`src/rtl/amiq_muxn_arb.sv`:
```
// -----------------------------------------------------------------------------
// amiq_muxn_arb
//   N-channel valid/ready multiplexer with a single-entry registered output.
//   MODE 0 forwards the channel named by sel; MODE 1 grants round-robin among
//   the channels presenting valid data, starting after the last winner.
//   Input accepts back-to-back with output drains, so full throughput is
//   sustained while out_ready stays high.
//
// Ports
//   clk        rising-edge clock
//   rst        asynchronous active-high reset
//   sel        channel select (MODE 0 only)
//   in_data    packed channel data, channel k at [k*WIDTH +: WIDTH]
//   in_valid   per-channel valid
//   in_ready   per-channel accept (combinational)
//   out_data   registered data of the accepted channel
//   out_valid  registered output valid
//   out_ready  downstream accept
//   out_src    registered index of the channel that supplied out_data
//   xfer_cnt   wrapping count of completed output transfers
// -----------------------------------------------------------------------------
module amiq_muxn_arb #(
  parameter int WIDTH = 8,
  parameter int N     = 4,
  parameter int MODE  = 0,
  localparam int SW   = (N > 2) ? $clog2(N) : 1
) (
  input  logic                 clk,
  input  logic                 rst,
  input  logic [SW-1:0]        sel,
  input  logic [N*WIDTH-1:0]   in_data,
  input  logic [N-1:0]         in_valid,
  output logic [N-1:0]         in_ready,
  output logic [WIDTH-1:0]     out_data,
  output logic                 out_valid,
  input  logic                 out_ready,
  output logic [SW-1:0]        out_src,
  output logic [15:0]          xfer_cnt
);

  logic [WIDTH-1:0] out_data_q,  out_data_d;
  logic [SW-1:0]    out_src_q,   out_src_d;
  logic             out_valid_q, out_valid_d;
  logic [15:0]      xfer_cnt_q,  xfer_cnt_d;
  logic [SW-1:0]    ptr_q,       ptr_d;

  logic             load_en;
  logic [SW-1:0]    grant;
  logic             grant_vld;
  logic [SW-1:0]    scan_idx;
  logic [WIDTH-1:0] grant_data;
  logic             in_xfer;

  // The output slot can take new data when empty or when it drains this cycle.
  assign load_en = !out_valid_q || out_ready;

  // Channel selection. In round-robin mode the scan runs from the far end
  // back towards ptr so the last write wins, i.e. the first valid channel at
  // or after ptr (mod N) is granted.
  always_comb begin
    // NOTE: every combinational output gets a default first so no path
    // leaves it unassigned, which would otherwise infer a latch.
    grant     = '0;
    grant_vld = 1'b0;
    scan_idx  = '0;
    if (MODE == 0) begin
      if (int'(sel) < N) begin
        grant     = sel;
        grant_vld = 1'b1;
      end
    end else begin
      for (int i = N - 1; i >= 0; i--) begin
        scan_idx = SW'((int'(ptr_q) + i) % N);
        if (in_valid[scan_idx]) begin
          grant     = scan_idx;
          grant_vld = 1'b1;
        end
      end
    end
  end

  // One-hot accept and data mux keyed by the grant index.
  always_comb begin
    in_ready   = '0;
    grant_data = '0;
    for (int k = 0; k < N; k++) begin
      if (grant_vld && (grant == SW'(k))) begin
        in_ready[k] = load_en && !rst;
        grant_data  = in_data[k*WIDTH +: WIDTH];
      end
    end
  end

  assign in_xfer = |(in_valid & in_ready);

  // Next state: a drain empties the slot unless a load refills it in the
  // same cycle, giving back-to-back transfers without a bubble.
  always_comb begin
    out_data_d  = out_data_q;
    out_src_d   = out_src_q;
    out_valid_d = out_valid_q;
    xfer_cnt_d  = xfer_cnt_q;
    ptr_d       = ptr_q;
    if (out_valid_q && out_ready) begin
      xfer_cnt_d  = xfer_cnt_q + 16'd1;
      out_valid_d = 1'b0;
    end
    if (in_xfer) begin
      out_data_d  = grant_data;
      out_src_d   = grant;
      out_valid_d = 1'b1;
      if (MODE == 1) begin
        ptr_d = SW'((int'(grant) + 1) % N);
      end
    end
  end

  // NOTE: state registers use non-blocking assignments so every register
  // samples the pre-edge value of the others, independent of statement order.
  always_ff @(posedge clk or posedge rst) begin
    if (rst) begin
      out_data_q  <= '0;
      out_src_q   <= '0;
      out_valid_q <= 1'b0;
      xfer_cnt_q  <= '0;
      ptr_q       <= '0;
    end else begin
      out_data_q  <= out_data_d;
      out_src_q   <= out_src_d;
      out_valid_q <= out_valid_d;
      xfer_cnt_q  <= xfer_cnt_d;
      ptr_q       <= ptr_d;
    end
  end

  assign out_data  = out_data_q;
  assign out_src   = out_src_q;
  assign out_valid = out_valid_q;
  assign xfer_cnt  = xfer_cnt_q;

endmodule

```
`config.mk`:
```
export PLATFORM = sky130hd
export DESIGN_NAME = amiq_muxn_arb
export DESIGN_NICKNAME = d
export VERILOG_FILES = /design/src/rtl/amiq_muxn_arb.sv
export SDC_FILE = /design/constraint.sdc
export NUM_CORES = 1
export LEC_CHECK = 0
export CORE_ASPECT_RATIO = 0.75
export CORE_MARGIN = 2
export CORE_UTILIZATION = 42
export CTS_CLUSTER_DIAMETER = 150
export CTS_CLUSTER_SIZE = 30
export DETAILED_ROUTE_END_ITERATION = 6
export GPL_ROUTABILITY_DRIVEN = 0
export PLACE_DENSITY = 0.85
export SYNTH_ARGS = -nofsm -noshare
export SYNTH_HDL_FRONTEND = slang
export SYNTH_SLANG_ARGS = --single-unit
```
`constraint.sdc`:
```
create_clock -name clk -period 2.5 [get_ports clk]
set_input_delay 0.5 -clock clk [delete_from_list [all_inputs] [get_ports clk]]
set_output_delay 0.5 -clock clk [all_outputs]
set_load 0.02 [all_outputs]
```
==> results of run 1 <==
[registers in the layout, summed over array words and instances, names as in the netlist]
register and cells:
out_valid 1, out_data 8, out_src 2, xfer_cnt 16
[per-layer routing]
| metal | routed length (microns) | GRT usage | up-vias |
|---|---|---|---|
| met2 | 1790 | 0.351 | 35 |
| li1 | - | - | 543 |
| met5 | 0 | 0 | - |
| met4 | 27 | 0.0577 | 0 |
| met1 | 1470 | 0.232 | 556 |
| met3 | 155 | 0.0375 | 2 |
[cells in the mapped netlist, drive strengths merged]
| cell | count |
|---|---|
| dfrtp | 27 |
| mux2 | 11 |
| nand2 | 10 |
| nor2 | 9 |
| xnor2 | 9 |
| mux4 | 8 |
| nand3 | 7 |
| xor2 | 6 |
| nor3 | 5 |
| inv | 4 |
| buf | 2 |
| nand4 | 2 |
| o21ai | 2 |
| a21oi | 1 |
| and2 | 1 |
| and3 | 1 |
| clkbuf | 1 |
| ha | 1 |
| mux2i | 1 |
| nand2b | 1 |
| o211ai | 1 |
| or2 | 1 |
[final timing paths]
kind	endpoint	slack (ns)	start
setup / recovery	in_ready[1]	0.22	out_ready
hold / removal	xfer_cnt[15]	0.50	xfer_cnt[15]
setup reg to reg	xfer_cnt[12]	0.92	xfer_cnt[0]
hold reg to reg	xfer_cnt[15]	0.50	xfer_cnt[15]
max in group asynchronous	out_data[7]	1.58	rst
min in group asynchronous	xfer_cnt[6]	0.67	rst
[cells by family (layout without fill, tap and decap cells)]
kind of cell	Yosys count	after routing	share of synthesized area
AND/OR/NAND/NOR	37	37	0.122
flip-flops	27	27	0.488
multiplexers	20	20	0.230
XOR/XNOR	15	15	0.0949
buffers and inverters	7	86	0.0298
AO/OA/AOI/OAI	4	4	0.0262
adder cells (fa/ha/maj)	1	1	0.00904
[critical path: stages]
cell             delay, ns
clkdlybuf4s50_1       0.46
nand2b_1              0.14
and2_1                0.15
nand2_1               0.07
nor2_1                0.11
dlygate4sd2_1         0.35
[power breakdown]
group | switching (mW) | leakage, nW | internal, mW
registers | 0.0755 | 0.338 | 0.521
logic | 0.236 | 0.586 | 0.301
clock network | 0.127 | 0.0228 | 0.114
total | 0.439 | 0.947 | 0.936
[area by class of cell]
cell class | count | area (sq um) | area share
clock buffer | 4 | 45.0 | 0.0204
inverter | 4 | 15.0 | 0.00679
multi-input combinational | 77 | 667 | 0.302
sequential | 27 | 676 | 0.306
tap | 40 | 50.0 | 0.0226
timing repair buffer | 78 | 758 | 0.343
==> results.md, run 1 <==
Synthesis:
- Of the post-synthesis cell area, the dominant cell type holds 0.488.
- The register bit count reported by yosys is 27.
- Counting distinct cell types in the post-synthesis netlist gives 24.
- For this run, the number of Yosys warnings is 0.
- The total standard cell area after synthesis is ~1400 sq um.
- After synthesis, the cell types taking the most area are dfrtp_1, mux4_2, mux2_2, xnor2_1, xor2_1.
- The library cell with the largest summed area after synthesis is dfrtp_1.
- Synthesis produced 111 cells.
- The number of nets handed over by synthesis was 153.
- In this run the mean area of a mapped cell was 12.5 sq um.
- Of the synthesized area, sequential elements account for 0.488.

Route:
- The detailed router finished its first iteration with 41 violations.
- The number of antenna-violating nets in the routed design is 0.
- In the routed layout, each cell is associated on average with a via count of just under 5.
- The residual DRC count is 0.
- The number of iterations in the first detailed-routing pass is 4.
- The total via count after detailed routing is 1136.
- The total length of routed wires is 3440 microns.
- The average routed wire per standard cell is 15.0 microns.

Floorplanning:
- The overall die area is 3770 sq um.
- The number of primary I/O pins is 72.
- From left edge to right edge, the die measures 70.3 microns.
- The die is 53.7 microns tall.
- The effective utilization at floorplan is 0.430.
- The placeable core region is 3220 sq um.
- In this run the core area contains 18 standard-cell rows.

Job:
- The number of max-cap violations is 0.

Final layout:
- The final layout contains 233 nets.
- The utilization of the core after routing is 0.686.
- The total inserted antenna cells is 0.
- Leaving out fill and tap cells, the most frequent cell in the layout is clkdlybuf4s50_1.
- After routing the design area is 2210 sq um.
- The top cell types in the final layout, fill and taps aside, are clkdlybuf4s50_1, dfrtp_1, nand2_1.
- The post-layout instance count excluding filler cells is 230.
- The growth of design area from synthesis to finish is 59.8%.
- The fraction of final layout cells sized beyond drive strength 1 is 0.158.
- Counting the fill cells in the layout gives 239.

CTS:
- No sink is reached through more buffers than the 2 on the longest clock path.
- The clock buffer count from CTS is 3.
- The clock reaches the later pin of the worst-skew pair after 0.27 ns.
- The clock net sink count is 27.
- The root buffer cell chosen for the clock tree is clkbuf_8.
- In this run, post-CTS hold repair placed 0 buffers.
- Clock-pin slew was measured on the worst setup and hold paths at 0.09 ns.
- The total number of H-tree levels is 1.
- The post-cts gate resize count is 4.
- The TritonCTS clock tree is done.
- In this run the post-CTS setup repair buffer count came out at 0.

Pwr:
- The leakage power is between 0.9 and 1 nW.
- VDD sags by at most 0.333 mV.
- Summing internal, switching and leakage power gives 1.38 mW.
- In this run the power density over the cells is 622 nW/um^2.

Hold path:
- The min-delay analysis places its worst path in the category flop to flop.
- Along the worst hold path, the cell count comes to 1.

GRT:
- In the global route stage, overall resource usage came out at 0.190.
- Entering global routing, the biggest net connects 28 pins.
- The global-route congestion overflow total is 0.
- The initial antenna violation count is 0.
- The first global-routing pass estimated about 5500 microns of wire.
- The number of global-route vias before repair is 1147.

STA:
- Based on the critical path, the design can be clocked at up to 438 MHz.
- The final number of max-transition violations is 0.
- The worst path needs 2.28 ns of the cycle, external delays included.
- In this run the tightest slew margin relative to its limit is 0.736.
- Setup repair after global routing left no endpoint under its margin.
- The setup clock skew after layout is 0.00331 ns.
- The tightest hold path in the finished design has a slack of 0.497 ns.
- For the pin with the worst max-slew slack, the measured transition is around 0.4 ns.
- After layout, the worst setup slack is about 0.22 ns.
- After routing, the total negative slack on setup checks comes to 0 ns.
- The final period utilization is 0.913.
- The total count of hold-check failures in the final report is 0.
- The final setup violation count is 0.

Placed design:
- The placement-stage cell area is about 2200 sq um.
- The count of placed standard cells including taps is 226.
- Input and output buffers added on the ports amount to just over 70.
- The sum of net half-perimeters after detailed placement is 2730 microns.
- The worst setup timing slack at the placement stage is -0.0660 ns.

Worst setup path:
- At the worst endpoint, the required time is 2.00 ns.
- The startpoint class of the critical path is an input port.
- The number of cells on the worst reg-to-reg path is 5.
- STA puts the critical path data arrival time at between 1.5 and 2 ns.
- The classification of the worst setup path is input port to output port.
- Of all nets on the critical path, the largest fanout is 3.
- The endpoint type of the worst setup path is an output port.

Status:
- The run finished with clean final reports.
(Power assumes the default switching activity.)
==> run 2: changes to the inputs <==
Settings changed: ABC_AREA set to 1, CAP_MARGIN set to 25, CORE_UTILIZATION 42 to 44, PLACE_DENSITY 0.85 to 0.86, TNS_END_PERCENT set to 30.
==> results.md, run 2 <==
Final layout:
- The post-layout instance count excluding filler cells is 308 (+34%).
- The total inserted antenna cells came to 0 (unchanged).
- The total number of nets in the final design was 311 (+33%).
- The total area of sequential cells is 676 sq um (unchanged).
- The fraction of final layout cells sized beyond drive strength 1 is 0.0970 (-0.0609).
- The multi-input combinational cell area is 748 sq um (+12%).
- The top cell types in the final layout, fill and taps aside, are nand2_1, clkdlybuf4s50_1, dfrtp_1.
- The flip-flop count of the largest register after layout is 16 (unchanged).
- The post-route cell area is 2340 sq um (+5.9%).
- The growth of design area from synthesis to finish is 52.7%.
- The count of fill cells added during filler insertion is 274 (+15%).
- The most common cell after layout, fill and taps aside is nand2_1.

STA:
- The final number of max-transition violations is 0 (unchanged).
- Setup repair after global routing left no endpoint under its margin.
- The worst slew margin relative to its limit was 0.698 (-0.0375).
- The final setup violation count is 0 (unchanged).
- The post-route worst setup slack is 0.130 ns (-0.0882 ns).
- The total count of hold-check failures in the final report came to 0 (unchanged).
- The measured slew at the worst slew-check pin is 0.452 ns (+0.0576 ns).
- The setup clock skew after layout is 0.00620 ns (+0.00289 ns).
- The time the final worst path needs with I/O delays and setup is 2.37 ns (+0.0882 ns).
- The top achievable clock speed is 422 MHz (-3.7%).
- The final period utilization was 0.948 (+0.0353).
- The tightest hold margin is 0.487 ns (-0.0101 ns).

Synthesis:
- The count of flip-flops with a built-in enable after synthesis is 0 (unchanged).
- The synthesized netlist net count was 233 (+52%).
- The sequential-to-total area share from yosys stat is 0.441 (-0.0474).
- The instance count of the mapped netlist is 191 (+72%).
- The number of library cell types mapped by synthesis is 23 (-4.2%).
- The total standard cell area after synthesis is 1530 sq um (+11%).
- The register bit count reported by yosys is 27 (unchanged).
- dfrtp_1 takes more of the synthesized area than any other cell.
- Yosys attributes the largest share of cell area to dfrtp_1, nand2_1, xnor2_1, inv_1, nand4_1.
- By count the netlist is led by nand2_1, dfrtp_1, inv_1.
- The average footprint of a synthesized cell is 8.02 sq um (-36%).
- The commonest register cell after synthesis is dfrtp_1.
- The top cell type's share of synthesized area was 0.441 (-0.0474).
- The post-synthesis async set-or-reset flop share came to 1.00 (unchanged).
- The warning count from the yosys run was 0 (unchanged).
- The most instantiated library cell after synthesis is nand2_1.

Route:
- The detailed router's first-iteration violation count was 83 (+100%).
- The number of iterations in the first detailed-routing pass came to 4 (unchanged).
- The total via count after detailed routing is 1506 (+33%).
- The via-per-instance ratio was 4.89 (-1.0%).
- The average routed wire per standard cell is 12.5 microns (-16%).
- The total length of routed wires is 3850 microns (+12%).
- The number of antenna-violating nets in the routed design is 0 (unchanged).
- The residual DRC count came to 0 (unchanged).

Hold path:
- The kind of path behind the tightest hold check is flop to flop.

Floorplanning:
- The number of placement rows came to 18 (unchanged).
- The number of primary I/O pins came to 72 (unchanged).
- The die outline width is 72.2 microns (+2.7%).
- The effective utilization at floorplan is 0.463 (+0.0333).
- The chip height is 55.1 microns (+2.6%).
- The overall die area is 3980 sq um (+5.3%).
- The placeable core region is 3310 sq um (+2.8%).

Placed design:
- The placement-stage cell area is 2300 sq um (+5.8%).
- The sum of net half-perimeters after detailed placement is 3170 microns (+16%).
- The port buffer count is 71 (unchanged).
- The worst setup timing slack at the placement stage is -0.162 ns (-0.0960 ns).
- The count of placed standard cells including taps is 304 (+35%).

GRT:
- The wire length of the first global-routing pass came to 6220 microns (+14%).
- The initial antenna violation count is 0 (unchanged).
- The largest net degree at the start of global routing is 18 (-36%).
- The global-route congestion overflow total is 0 (unchanged).
- The total routing resource utilization after global routing is 0.203 (+0.0130).
- The number of global-route vias before repair is 1384 (+21%).

CTS:
- TritonCTS built the clock tree.
- The master cell of the clock root buffer is clkbuf_8.
- The number of buffers on the longest clock path is 2 (unchanged).
- The clock net sink count is 27 (unchanged).
- The buffers inserted during post-CTS setup optimization is 0 (unchanged).
- The post-cts gate resize count is 4 (unchanged).
- The total of hold buffers inserted after clock tree synthesis came to 0 (unchanged).
- The total number of H-tree levels came to 1 (unchanged).
- The clock latency at the later pin of the worst-skew pair is 0.27 ns (about the same).
- The clock buffer count from CTS is 3 (unchanged).
- The clock transition time at the flip-flop clock pins of the worst setup and hold paths came to 0.09 ns (about the same).

Worst setup path:
- The required time reported for the critical path endpoint was 2.00 ns (about the same).
- The peak fanout along the critical path came to 4 (+1).
- The startpoint class of the critical path is an input port.
- The endpoint type of the worst setup path is an output port.
- The classification of the worst setup path is input port to output port.
- The data arrival time of the worst path came to 1.87 ns (+0.09 ns).

Job:
- The number of max-cap violations is 0 (unchanged).

Status:
- The run finished with clean final reports.

Pwr:
- The leakage power came to 1.11 nW (+17%).
- The maximum resistive drop on vdd is 0.303 mV (-9.1%).
- The power density of the placed cells is 573 nW/um^2 (-7.9%).
## run 2: worst max-delay path: stages
cell and delay, ns:
clkdlybuf4s50_1 0.47, inv_1 0.05, a21oi_1 0.21, inv_1 0.12, nor3_1 0.14, dlygate4sd2_1 0.36
## run 2: worst paths after layout
path / cells past startpoint / end / from / slack, ns
min: 1 / xfer_cnt[15] / xfer_cnt[15] / 0.49
min reg2reg: 1 / xfer_cnt[15] / xfer_cnt[15] / 0.49
max in group asynchronous: 3 / out_data[6] / rst / 1.63
min in group asynchronous: 3 / out_data[7] / rst / 0.66
max reg2reg: 8 / xfer_cnt[12] / xfer_cnt[0] / 1.07
max: 6 / in_ready[1] / out_ready / 0.13
## run 2: per-stage QoR
| stage | utilization | total power [mW] | setup TNS [ns] |
|---|---|---|---|
| 6_report | 0.707 | 1.34 | 0 |
| 5_1_grt | 0.707 | 1.41 | 0 |
| 4_1_cts | 0.707 | 1.35 | 0 |
| 3_5_place_dp | 0.694 | 1.10 | -0.536 |
| 3_3_place_gp | 0.694 | 1.09 | -0.444 |
| 2_1_floorplan | - | 0.835 | 0 |
## run 2: area by class of cell
| cell class | instances | area share |
|---|---|---|
| timing repair buffer | 77 | 0.321 |
| multi-input combinational | 142 | 0.320 |
| sequential | 27 | 0.289 |
| inverter | 18 | 0.0289 |
| tap | 40 | 0.0214 |
| clock buffer | 3 | 0.0176 |
| clock inverter | 1 | 0.00321 |
## run 2: where the power goes
part	leakage [nW]	total (mW)	switching (mW)	internal, mW
logic	0.738	0.502	0.242	0.259
registers	0.348	0.589	0.0742	0.515
clock network	0.0217	0.251	0.137	0.113
## run 2: cells by family after synthesis
group / after synthesis / share of synthesized area
XOR/XNOR: 12 / 0.0686
adder cells (fa/ha/maj): 1 / 0.00816
flip-flops: 27 / 0.441
AND/OR/NAND/NOR: 118 / 0.371
buffers and inverters: 22 / 0.0710
AO/OA/AOI/OAI: 10 / 0.0326
multiplexers: 1 / 0.00735
## run 2: metal layers
metal | routed length [microns] | track usage
met3 | 143 | 0.0399
met5 | 0 | 0
met2 | 1760 | 0.341
met4 | 55 | 0.0566
met1 | 1890 | 0.273
==> run 3: changes to the inputs <==
Settings changed: CORE_MARGIN 2 to 4, PLACE_DENSITY 0.86 to 0.85.
==> results.md, run 3 (synthesis results as in run 2) <==
Floorplanning:
- The overall die area came to 4500 sq um (+13%).
- The placeable core region is 3310 sq um (unchanged).
- The effective utilization at floorplan came to 0.463 (unchanged).
- The number of placement rows came to 18 (unchanged).
- The number of primary I/O pins is 72 (unchanged).
- The die outline width was 76.2 microns (+5.5%).
- The chip height came to 59.1 microns (+7.3%).

GRT:
- The global-route congestion overflow total is 0 (unchanged).
- The number of global-route vias before repair is 1476 (+6.6%).
- The largest net degree at the start of global routing is 18 (unchanged).
- The initial antenna violation count is 0 (unchanged).
- The wire length of the first global-routing pass is 6840 microns (+10%).
- The total routing resource utilization after global routing is 0.188 (-0.0148).

STA:
- The total count of hold-check failures in the final report is 0 (unchanged).
- The top achievable clock speed is 416 MHz (-1.4%).
- The post-route worst setup slack is 0.0961 ns (-0.0341 ns).
- The measured slew at the worst slew-check pin came to 0.447 ns (-0.00581 ns).
- The time the final worst path needs with I/O delays and setup is 2.40 ns (+0.0341 ns).
- The final number of max-transition violations came to 0 (unchanged).
- The worst slew margin relative to its limit is 0.702 (+0.00388).
- The final period utilization is 0.962 (+0.0136).
- Setup repair after global routing left no endpoint under its margin.
- The setup clock skew after layout is 0.00317 ns (-0.00303 ns).
- The final setup violation count is 0 (unchanged).

Route:
- The via-per-instance ratio is 4.81 (-1.6%).
- The number of antenna-violating nets in the routed design is 0 (unchanged).
- The total length of routed wires is 4120 microns (+7.0%).
- The average routed wire per standard cell was 13.4 microns (+7.0%).
- The detailed router's first-iteration violation count is 53 (-36%).
- The total via count after detailed routing was 1482 (-1.6%).
- The number of iterations in the first detailed-routing pass is 6 (+2).
- The residual DRC count is 0 (unchanged).

Final layout:
- The total inserted antenna cells came to 0 (unchanged).
- The most common cell after layout, fill and taps aside is nand2_1.
- The top cell types in the final layout, fill and taps aside, are nand2_1, clkdlybuf4s50_1, dfrtp_1.
- The flip-flop count of the largest register after layout came to 16 (unchanged).
- The utilization of the core after routing is 0.706 (-0.00113).
- The total number of nets in the final design came to 311 (unchanged).
- The fraction of final layout cells sized beyond drive strength 1 is 0.0933 (-0.00373).
- The post-route cell area is 2340 sq um (-0.16%).
- The growth of design area from synthesis to finish is 52.5%.

Placed design:
- The sum of net half-perimeters after detailed placement is 3430 microns (+8.3%).
- The port buffer count came to 71 (unchanged).
- The placement-stage cell area was 2300 sq um (unchanged).
- The worst setup timing slack at the placement stage is -0.189 ns (-0.0273 ns).

CTS:
- The master cell of the clock root buffer is clkbuf_8.
- The number of buffers on the longest clock path came to 2 (unchanged).
- The TritonCTS clock tree is done.
- The clock buffer count from CTS is 3 (unchanged).
- The total number of H-tree levels is 1 (unchanged).
- The clock latency at the later pin of the worst-skew pair was 0.27 ns (about the same).
- The total of hold buffers inserted after clock tree synthesis is 0 (unchanged).
- The clock transition time at the flip-flop clock pins of the worst setup and hold paths is 0.08 ns (about the same).
- The clock net sink count is 27 (unchanged).

Hold path:
- The kind of path behind the tightest hold check is flop to flop.
- In this run the most critical hold path is launched from out_data[1].

Pwr:
- The total power is 1.34 mW (-0.39%).
- The leakage power is 1.11 nW (about the same).
- The power density of the placed cells is 572 nW/um^2 (-0.23%).
- The maximum resistive drop on vdd is 0.422 mV (+39%).

Status:
- The flow ran to the end, and the final reports show no timing, DRC or antenna violations.

Worst setup path:
- The peak fanout along the critical path is 4 (unchanged).
- The classification of the worst setup path is input port to output port.
- The most critical setup path has its startpoint at out_ready.
- The worst flop-to-flop path startpoint is out_valid.
- The endpoint type of the worst setup path is an output port.
- The data arrival time of the worst path is 1.90 ns (+0.03 ns).
- The required time reported for the critical path endpoint came to 2.00 ns (about the same).
- The startpoint class of the critical path is an input port.

Job:
- The number of max-cap violations was 0 (unchanged).
-- run 3: path summary, 6_finish.rpt --
| check | to | slack [ns] | cells past startpoint |
|---|---|---|---|
| max | in_ready[1] | 0.1 | 6 |
| min | out_data[1] | 0.48 | 2 |
| max reg2reg | xfer_cnt[13] | 1.06 | 7 |
| min reg2reg | out_data[1] | 0.48 | 2 |
| max in group asynchronous | out_src[1] | 1.64 | 3 |
| min in group asynchronous | out_src[0] | 0.65 | 3 |
-- run 3: through the flow --
step           cells  setup TNS (ns)  hold slack [ns]
2_1_floorplan    191               0            0.577
3_3_place_gp     304          -0.431            0.463
3_5_place_dp     304          -0.604            0.465
4_1_cts          308               0            0.488
5_1_grt          308               0            0.509
6_report         308               0            0.484
-- run 3: critical path, stage by stage --
cell and delay (ns):
clkdlybuf4s50_1 0.49, inv_1 0.06, a21oi_1 0.22, inv_1 0.13
nor3_1 0.15, dlygate4sd2_1 0.36
-- run 3: where the power goes --
| part | switching [mW] | internal [mW] | total, mW |
|---|---|---|---|
| clock network | 0.125 | 0.114 | 0.238 |
| registers | 0.0754 | 0.515 | 0.590 |
| logic | 0.246 | 0.261 | 0.507 |
-- run 3: routing by layer --
metal,GRT usage,vias up,part of all wire
met5,0,-,0
met4,0.0748,0,0.018
met3,0.0319,6,0.033
met2,0.317,31,0.49
met1,0.246,684,0.46
li1,-,761,-
-- run 3: what timing repair did --
item,CTS,global route
resized for setup,4,0
setup endpoints to repair,4,0
buffers inserted,0,0
-- run 3: layout make-up --
class	count	area, sq um
clock buffers	4	45.0
inverters	18	67.6
fillers	282	973
multi-input cells	142	748
well taps	40	50.0
flip-flops and latches	27	676
repair buffers	77	751
